$ cat src/rtl/multicycle_control_if.sv
// Control bundle between the multicycle datapath (master) and its controller (slave).
interface multicycle_control_if;
  logic [5:0] Op;
  logic       PCWrite;
  logic       PCWriteCond;
  logic       IorD;
  logic       MemRead;
  logic       MemWrite;
  logic       MemtoReg;
  logic       IRWrite;
  logic [1:0] PCSource;
  logic [1:0] ALUop;
  logic       ALUSrcA;
  logic [1:0] ALUSrcB;
  logic       RegWrite;
  logic       RegDst;
  logic [3:0] State;
  logic       IllegalOp;

  modport master (
    output Op,
    input  PCWrite, PCWriteCond, IorD, MemRead, MemWrite, MemtoReg, IRWrite,
    input  PCSource, ALUop, ALUSrcA, ALUSrcB, RegWrite, RegDst, State, IllegalOp
  );

  modport slave (
    input  Op,
    output PCWrite, PCWriteCond, IorD, MemRead, MemWrite, MemtoReg, IRWrite,
    output PCSource, ALUop, ALUSrcA, ALUSrcB, RegWrite, RegDst, State, IllegalOp
  );
endinterface

$ cat src/rtl/multicycle_control.sv
// Moore control FSM for a multicycle MIPS subset (R-type, j, beq, addi, lw, sw).
// Controls decode from the state register; write strobes are squashed while reset is high.
module multicycle_control (
  input  logic                 clock,
  input  logic                 reset,
  multicycle_control_if.slave  bus
);
  localparam int unsigned STATE_W = 4;
  localparam logic [5:0] OP_R    = 6'd0;
  localparam logic [5:0] OP_J    = 6'd2;
  localparam logic [5:0] OP_BEQ  = 6'd4;
  localparam logic [5:0] OP_ADDI = 6'd8;
  localparam logic [5:0] OP_LW   = 6'd35;
  localparam logic [5:0] OP_SW   = 6'd43;

  typedef enum logic [STATE_W-1:0] {
    S_FETCH    = 4'd0,
    S_DECODE   = 4'd1,
    S_MEMADDR  = 4'd2,
    S_MEMREAD  = 4'd3,
    S_MEMWB    = 4'd4,
    S_MEMWRITE = 4'd5,
    S_REXEC    = 4'd6,
    S_RCOMPL   = 4'd7,
    S_BRANCH   = 4'd8,
    S_JUMP     = 4'd9,
    S_ADDIEXEC = 4'd10,
    S_ADDIWB   = 4'd11
  } state_e;

  // Plain vector so codes 12-15 stay representable and recover to FETCH.
  logic [STATE_W-1:0] r_state;
  logic               r_illegal;

  logic       w_pcwrite, w_pcwritecond, w_iord, w_memread, w_memwrite;
  logic       w_memtoreg, w_irwrite, w_alusrca, w_regwrite, w_regdst;
  logic [1:0] w_pcsource, w_aluop, w_alusrcb;

  always_ff @(posedge clock) begin
    if (reset) begin
      r_state   <= S_FETCH;
      r_illegal <= 1'b0;
    end else begin
      r_illegal <= 1'b0;
      case (r_state)
        S_FETCH:    r_state <= S_DECODE;
        S_DECODE: begin
          case (bus.Op)
            OP_LW, OP_SW: r_state <= S_MEMADDR;
            OP_R:         r_state <= S_REXEC;
            OP_BEQ:       r_state <= S_BRANCH;
            OP_J:         r_state <= S_JUMP;
            OP_ADDI:      r_state <= S_ADDIEXEC;
            default: begin
              r_state   <= S_FETCH;
              r_illegal <= 1'b1;
            end
          endcase
        end
        S_MEMADDR: begin
          if (bus.Op == OP_LW)      r_state <= S_MEMREAD;
          else if (bus.Op == OP_SW) r_state <= S_MEMWRITE;
          else                      r_state <= S_FETCH;
        end
        S_MEMREAD:  r_state <= S_MEMWB;
        S_REXEC:    r_state <= S_RCOMPL;
        S_ADDIEXEC: r_state <= S_ADDIWB;
        default:    r_state <= S_FETCH;
      endcase
    end
  end

  // Per-state control decode; anything not named for a state stays 0.
  always_comb begin
    w_pcwrite     = 1'b0;
    w_pcwritecond = 1'b0;
    w_iord        = 1'b0;
    w_memread     = 1'b0;
    w_memwrite    = 1'b0;
    w_memtoreg    = 1'b0;
    w_irwrite     = 1'b0;
    w_alusrca     = 1'b0;
    w_regwrite    = 1'b0;
    w_regdst      = 1'b0;
    w_pcsource    = 2'b00;
    w_aluop       = 2'b00;
    w_alusrcb     = 2'b00;
    case (r_state)
      S_FETCH: begin
        w_memread = 1'b1;
        w_irwrite = 1'b1;
        w_pcwrite = 1'b1;
        w_alusrcb = 2'b01;
      end
      S_DECODE:   w_alusrcb = 2'b11;
      S_MEMADDR, S_ADDIEXEC: begin
        w_alusrca = 1'b1;
        w_alusrcb = 2'b10;
      end
      S_MEMREAD: begin
        w_memread = 1'b1;
        w_iord    = 1'b1;
      end
      S_MEMWB: begin
        w_regwrite = 1'b1;
        w_memtoreg = 1'b1;
      end
      S_MEMWRITE: begin
        w_memwrite = 1'b1;
        w_iord     = 1'b1;
      end
      S_REXEC: begin
        w_alusrca = 1'b1;
        w_aluop   = 2'b10;
      end
      S_RCOMPL: begin
        w_regwrite = 1'b1;
        w_regdst   = 1'b1;
      end
      S_BRANCH: begin
        w_alusrca     = 1'b1;
        w_aluop       = 2'b01;
        w_pcwritecond = 1'b1;
        w_pcsource    = 2'b01;
      end
      S_JUMP: begin
        w_pcwrite  = 1'b1;
        w_pcsource = 2'b10;
      end
      S_ADDIWB:   w_regwrite = 1'b1;
      default: ;
    endcase
  end

  assign bus.PCWrite     = w_pcwrite & ~reset;
  assign bus.PCWriteCond = w_pcwritecond & ~reset;
  assign bus.MemRead     = w_memread & ~reset;
  assign bus.MemWrite    = w_memwrite & ~reset;
  assign bus.IRWrite     = w_irwrite & ~reset;
  assign bus.RegWrite    = w_regwrite & ~reset;
  assign bus.IorD        = w_iord;
  assign bus.MemtoReg    = w_memtoreg;
  assign bus.PCSource    = w_pcsource;
  assign bus.ALUop       = w_aluop;
  assign bus.ALUSrcA     = w_alusrca;
  assign bus.ALUSrcB     = w_alusrcb;
  assign bus.RegDst      = w_regdst;
  assign bus.State       = r_state;
  assign bus.IllegalOp   = r_illegal;
endmodule
$ cat src/flat_wrapper.sv
// flat-port wrapper written by rule: the top's interface ports become plain ports
module multicycle_control_flat 
  (clock, reset, bus_Op, bus_PCWrite, bus_PCWriteCond, bus_IorD, bus_MemRead, bus_MemWrite, bus_MemtoReg, bus_IRWrite, bus_PCSource, bus_ALUop, bus_ALUSrcA, bus_ALUSrcB, bus_RegWrite, bus_RegDst, bus_State, bus_IllegalOp);
  multicycle_control_if bus_i ();
  input  logic clock;
  input  logic reset;
  input wire logic [$bits(bus_i.Op)-1:0] bus_Op;
  output wire logic [$bits(bus_i.PCWrite)-1:0] bus_PCWrite;
  output wire logic [$bits(bus_i.PCWriteCond)-1:0] bus_PCWriteCond;
  output wire logic [$bits(bus_i.IorD)-1:0] bus_IorD;
  output wire logic [$bits(bus_i.MemRead)-1:0] bus_MemRead;
  output wire logic [$bits(bus_i.MemWrite)-1:0] bus_MemWrite;
  output wire logic [$bits(bus_i.MemtoReg)-1:0] bus_MemtoReg;
  output wire logic [$bits(bus_i.IRWrite)-1:0] bus_IRWrite;
  output wire logic [$bits(bus_i.PCSource)-1:0] bus_PCSource;
  output wire logic [$bits(bus_i.ALUop)-1:0] bus_ALUop;
  output wire logic [$bits(bus_i.ALUSrcA)-1:0] bus_ALUSrcA;
  output wire logic [$bits(bus_i.ALUSrcB)-1:0] bus_ALUSrcB;
  output wire logic [$bits(bus_i.RegWrite)-1:0] bus_RegWrite;
  output wire logic [$bits(bus_i.RegDst)-1:0] bus_RegDst;
  output wire logic [$bits(bus_i.State)-1:0] bus_State;
  output wire logic [$bits(bus_i.IllegalOp)-1:0] bus_IllegalOp;
  assign bus_i.Op = bus_Op;
  assign bus_PCWrite = bus_i.PCWrite;
  assign bus_PCWriteCond = bus_i.PCWriteCond;
  assign bus_IorD = bus_i.IorD;
  assign bus_MemRead = bus_i.MemRead;
  assign bus_MemWrite = bus_i.MemWrite;
  assign bus_MemtoReg = bus_i.MemtoReg;
  assign bus_IRWrite = bus_i.IRWrite;
  assign bus_PCSource = bus_i.PCSource;
  assign bus_ALUop = bus_i.ALUop;
  assign bus_ALUSrcA = bus_i.ALUSrcA;
  assign bus_ALUSrcB = bus_i.ALUSrcB;
  assign bus_RegWrite = bus_i.RegWrite;
  assign bus_RegDst = bus_i.RegDst;
  assign bus_State = bus_i.State;
  assign bus_IllegalOp = bus_i.IllegalOp;
  multicycle_control u_core (.clock(clock), .reset(reset), .bus(bus_i));
endmodule
$ cat config.mk
export PLATFORM = sky130hd
export DESIGN_NAME = multicycle_control_flat
export DESIGN_NICKNAME = d
export VERILOG_FILES = /design/src/rtl/multicycle_control_if.sv /design/src/rtl/multicycle_control.sv /design/src/flat_wrapper.sv
export SDC_FILE = /design/constraint.sdc
export NUM_CORES = 1
export LEC_CHECK = 0
export CORE_UTILIZATION = 40
export DETAILED_ROUTE_END_ITERATION = 7
export PLACE_DENSITY_LB_ADDON = 0.25
export SYNTH_ARGS = -nofsm -noshare
export SYNTH_HDL_FRONTEND = slang
export SYNTH_SLANG_ARGS = --single-unit
$ cat constraint.sdc
create_clock -name clock -period 2.37 [get_ports clock]
set_input_delay 0.711 -clock clock [delete_from_list [all_inputs] [get_ports clock]]
set_output_delay 0.711 -clock clock [all_outputs]
set_load 0.03 [all_outputs]
# Word-level counts from Yosys, hierarchy flattened

Cells that the tools add are included.

Logic and storage cells: 55
Bits in registers: 5
Output and inout port bits: 21

Mux-type cells: 18
Equal/unequal tests: 16
Reductions and logical operators: 11
Bitwise logic cells: 8

Operators by type and width:

| kind                 | number |
|---|---|
| $pmux W4 S6          | 1 |
| $pmux W4 S5          | 1 |
| $eq A4 B3 Y1 const B | 4 |
| $eq A4 B4 Y1 const B | 4 |
| $eq A6 B6 Y1 const B | 2 |
| $reduce_or A2 Y1     | 6 |
| $mux W1              | 11 |
| $eq A4 B2 Y1 const B | 2 |
| $pmux W2 S2          | 2 |
| $and A1 B1 Y1        | 6 |
| $eq A6 B2 Y1 const B | 1 |
| $eq A6 B3 Y1 const B | 1 |
| $eq A6 B4 Y1 const B | 1 |
| $logic_not A6 Y1     | 1 |
| $pmux W2 S3          | 1 |
| $reduce_or A6 Y1     | 1 |
| $eq A4 B1 Y1 const B | 1 |
| $logic_not A4 Y1     | 1 |
| $mux W4              | 1 |
| $reduce_or A4 Y1     | 1 |
| $mux W3              | 1 |
| $reduce_or A3 Y1     | 1 |
| $not A1 Y1           | 2 |

# Longest topological paths before layout

Depth after elaboration: 4
Depth in mapped cells: 5
Gate-level depth less buffers: 4

# Worst setup path after synthesis

OpenSTA, ideal clock, no wires.

Kind: in2out
Start: input reset
End: output bus_MemRead
Path buffers: 1
Slack: -0.244 ns
Stages: 2
Data arrival time: 1.903 ns
Data required time: 1.659 ns
Cells stage by stage: clkbuf_1 > nor4_1

Cells in the longest elaborated chain, start to end: 2

Ends and longest elaborated chain:

| item            | line                      | text |
|---|---|---|
| start, declared | flat_wrapper.sv:6         | `input logic reset;` |
| $not A1 Y1      | multicycle_control.sv:137 | `assign bus.MemRead = w_memread & ~reset;` |
| $and A1 B1 Y1   | multicycle_control.sv:137 |  |
| end, declared   | flat_wrapper.sv:11        | `output wire logic [$bits(bus_i.MemRead)-1:0] bus_MemRead;` |

No other way between the ends.

# Worst setup path after layout

Start: register u_core.r_state[1], in the netlist u_core.bus.State[1]
End: output bus_RegWrite

Cells in the longest elaborated chain, start to end: 4
Elaborated cells on any way between the ends: 6
Classes of those cells: eq/ne: 3; mux: 1; bitwise: 1; reduce/logical: 1

Ends and longest elaborated chain:

| item                                                | line                      | text |
|---|---|---|
| start, declared                                     | multicycle_control.sv:32  | `logic [STATE_W-1:0] r_state;` |
| start signal, assigned                              | multicycle_control.sv:41  | `r_state <= S_FETCH;` |
| start signal, assigned                              | multicycle_control.sv:46  | `S_FETCH: r_state <= S_DECODE;` |
| start signal, assigned                              | multicycle_control.sv:49  | `OP_LW, OP_SW: r_state <= S_MEMADDR;` |
| $eq A4 B3 Y1 / $eq A4 B4 Y1 (equally long branches) | multicycle_control.sv:88  | `case (r_state)` |
| $reduce_or A3 Y1 (no source line) *                 | --                        |  |
| $mux W1 *                                           | multicycle_control.sv:88  |  |
| $and A1 B1 Y1 *                                     | multicycle_control.sv:140 | `assign bus.RegWrite = w_regwrite & ~reset;` |
| end, declared                                       | flat_wrapper.sv:19        | `output wire logic [$bits(bus_i.RegWrite)-1:0] bus_RegWrite;` |

Every way passes the cells marked *; elsewhere a longest branch is shown, timed or not.

==> run summary <==
Result of the run -> complete, no violations
Count of nets after finishing -> 118
Clock H-tree levels -> 1
Reg2Reg Depth -> 5
Total instance count after detailed placement -> 119
Clock root buffer master -> clkbuf_4
Count of input and output buffers -> 28
First-iteration detailed-routing DRC count -> 8
Initial Utilization -> 0.459
CTS tree -> built
Antenna cells -> 0
Final instance area -> 895 sq um
Class of the tightest hold or removal check -> register to register
Remaining routing DRC violations -> 0
Worst path arrival time -> 1.57 ns
Syn nets -> 82
Clock skew after layout -> 0.00403 ns
Number of synthesized flops with an enable pin -> 0
Number of buffers on the longest clock path -> 2
Hold_ws -> 0.624 ns
Hold path cells -> 2
Number of max-cap violations -> 0
Flip-flop and latch count after synthesis -> 5
Routability cong. -> 0.889
Period utilization -> 0.963
Remaining Overflow, GRT -> 0
Die ar. -> 0.00151 sq mm
Number of global-route vias before repair -> 579
Global-route total usage across every layer -> 0.239
Clock transition at the registers of the reported paths -> 0.04 ns
Detailed Routing Iterations Pass 1 -> 4
Post-DP HPWL -> 1240 um
Number of setup violations in the final report -> 0
Ratio of cells with drive above 1 in the final layout -> 0.339
Type of origin of the critical path -> register
Netlist Area Pre-Place -> 544 sq um
Largest area contributor in the netlist -> dfxtp_1
Total length of routed wires -> 1500 um
Unique cell type count in the Yosys netlist -> 35
Area growth syn-to-layout -> 64.4%
Number of instances in the synthesized netlist -> 74
Final instance count without filler cells -> 123
Hold buffers post-CTS -> 0
Largest fanout of any net on the critical path -> 8
Antenna violations before repair -> 0
Worst IR drop on VDD -> 304 uV
Top Ports -> 29
Wire length of the first global-routing pass -> 2450 um
Most common cell in the synthesized netlist -> nor2_1
Worst Setup End Kind -> output port
Post-Synthesis Mean Instance Area -> 7.36 sq um
Clock Latency Late Sink -> 0.25 ns
Area contributors post-synth -> dfxtp_1 18%, nor2_1 9.0%, a21boi_2 6.2%
Cts bufs inserted -> 3
Final slew viol count -> 0
Top FF cell, synth -> dfxtp_1
Average wire per standard cell -> 12.2 um
PD cells -> 329 mW/mm^2
Min cycle time layout -> 2.28 ns
Fillers -> 88
Tightest Pin Transition -> 0.309 ns
Fraction of synthesis flops using an asynchronous set or reset pin -> 0
Placeable core area -> 0.00119 sq mm
Worst relative slew slack -> 0.792
Req. time, crit path -> 1.66 ns
Number of failing hold endpoints at the final stage -> 0
Sequential-to-total area share from yosys stat -> 0.184
Instance area at placement -> 870 sq um
Most numerous cell types in the synthesized netlist -> 13 x nor2_1, 5 x dfxtp_1, 5 x nor3_1, 5 x nor4_1, 4 x buf_2
Clock sinks -> 5
Worst setup path class -> register to output port
Synthesis Warnings -> 0
DR vias/cell -> 5.41
Width of the die -> 38.9 um
Cell Rows -> 12
Fraction of synthesized cell area taken by the top area cell type -> 0.184
RSZ-0062 raised after global routing -> no
Via total after detailed routing -> 666
Largest net degree at the start of global routing -> 13
Highest clock frequency the design can meet -> 438 MHz
Chip Height -> 38.9 um
Static leakage power -> 0.379 nW
Routed Antenna Nets -> 0
[path summary, 6_finish.rpt]
check	from	to	slack, ns
max	u_core.bus.State[1]	bus_RegWrite	0.09
min	u_core.bus.State[0]	u_core.bus.State[2]	0.62
max reg2reg	u_core.bus.State[3]	u_core.bus.State[1]	1.00
min reg2reg	u_core.bus.State[0]	u_core.bus.State[2]	0.62
[report_power, final]
| group | total (mW) | internal, mW | switching, mW |
|---|---|---|---|
| Clock | 0.0995 | 0.0637 | 0.0358 |
| Sequential | 0.0945 | 0.0880 | 0.00650 |
| Combinational | 0.100 | 0.0474 | 0.0529 |
| Total | 0.294 | 0.199 | 0.0952 |
[stage by stage]
| step | utilization | total power [mW] | setup WS, ns | TNS, ns |
|---|---|---|---|---|
| detailed placement | 0.733 | 0.196 | -0.116 | -0.346 |
| finish | 0.754 | 0.294 | 0.0876 | 0 |
| global placement | 0.733 | 0.195 | -0.0678 | -0.204 |
| CTS | 0.754 | 0.299 | 0.0815 | 0 |
| global route | 0.754 | 0.310 | 0.00290 | 0 |
| floorplan | - | 0.150 | -0.212 | -0.637 |
[area by class of cell]
type	instances	area [sq um]	share of cell area
multi-input cells	61	419	0.469
repair buffers	38	324	0.362
flip-flops and latches	5	104	0.116
clock buffers	4	26.3	0.0294
well taps	14	17.5	0.0196
inverters	1	3.75	0.00420
[flip-flops by register name, indices dropped and copies added, names as in the netlist]
register / flops
u_core.bus.State: 4
u_core.bus.IllegalOp: 1
[logic make-up (layout without fill, tap and decap cells)]
kind of cell / after synthesis / in the layout / share of synthesized area
and+or+nand+nor: 41 / 41 / 0.428
adders and majority gates: 1 / 1 / 0.0207
DFF: 5 / 5 / 0.184
AOI/OAI and AO/OA: 16 / 16 / 0.241
xor gates and xnor gates: 3 / 3 / 0.0483
buffers and inverters: 8 / 43 / 0.0781
[worst max-delay path, stage by stage (launching register included)]
cell     delay [ns]
dfxtp_2        0.37
buf_4          0.16
inv_1          0.11
nor2_1         0.09
o32a_1         0.34
nor2_1         0.09
buf_4          0.16
[routing by layer]
layer | GRT usage | wire [um]
met2 | 0.400 | 744
met5 | 0 | 0
met3 | 0.0173 | 62
met1 | 0.300 | 670
met4 | 0.129 | 21
[timing repair]
| action | in CTS | in global routing |
|---|---|---|
| setup buffers | 0 | 0 |
| resized for setup | 13 | 0 |
| setup endpoints to repair | 15 | 0 |
[cell usage in the layout (no fill, tap or decap), drive strengths merged, types with 2 or more instances in the layout]
| master | count |
|---|---|
| nor2 | 15 |
| nand2 | 2 |
| xor2 | 2 |
| a21boi | 3 |
| o21ai | 3 |
| and2 | 2 |
| a21oi | 3 |
| nand2b | 4 |
| dfxtp | 5 |
| clkbuf | 4 |
| buf | 18 |
| nor4 | 6 |
| clkdlybuf4s50 | 11 |
| dlygate4sd2 | 9 |
| nor3 | 6 |
No activity file was read; power rests on OpenSTA's default activity.
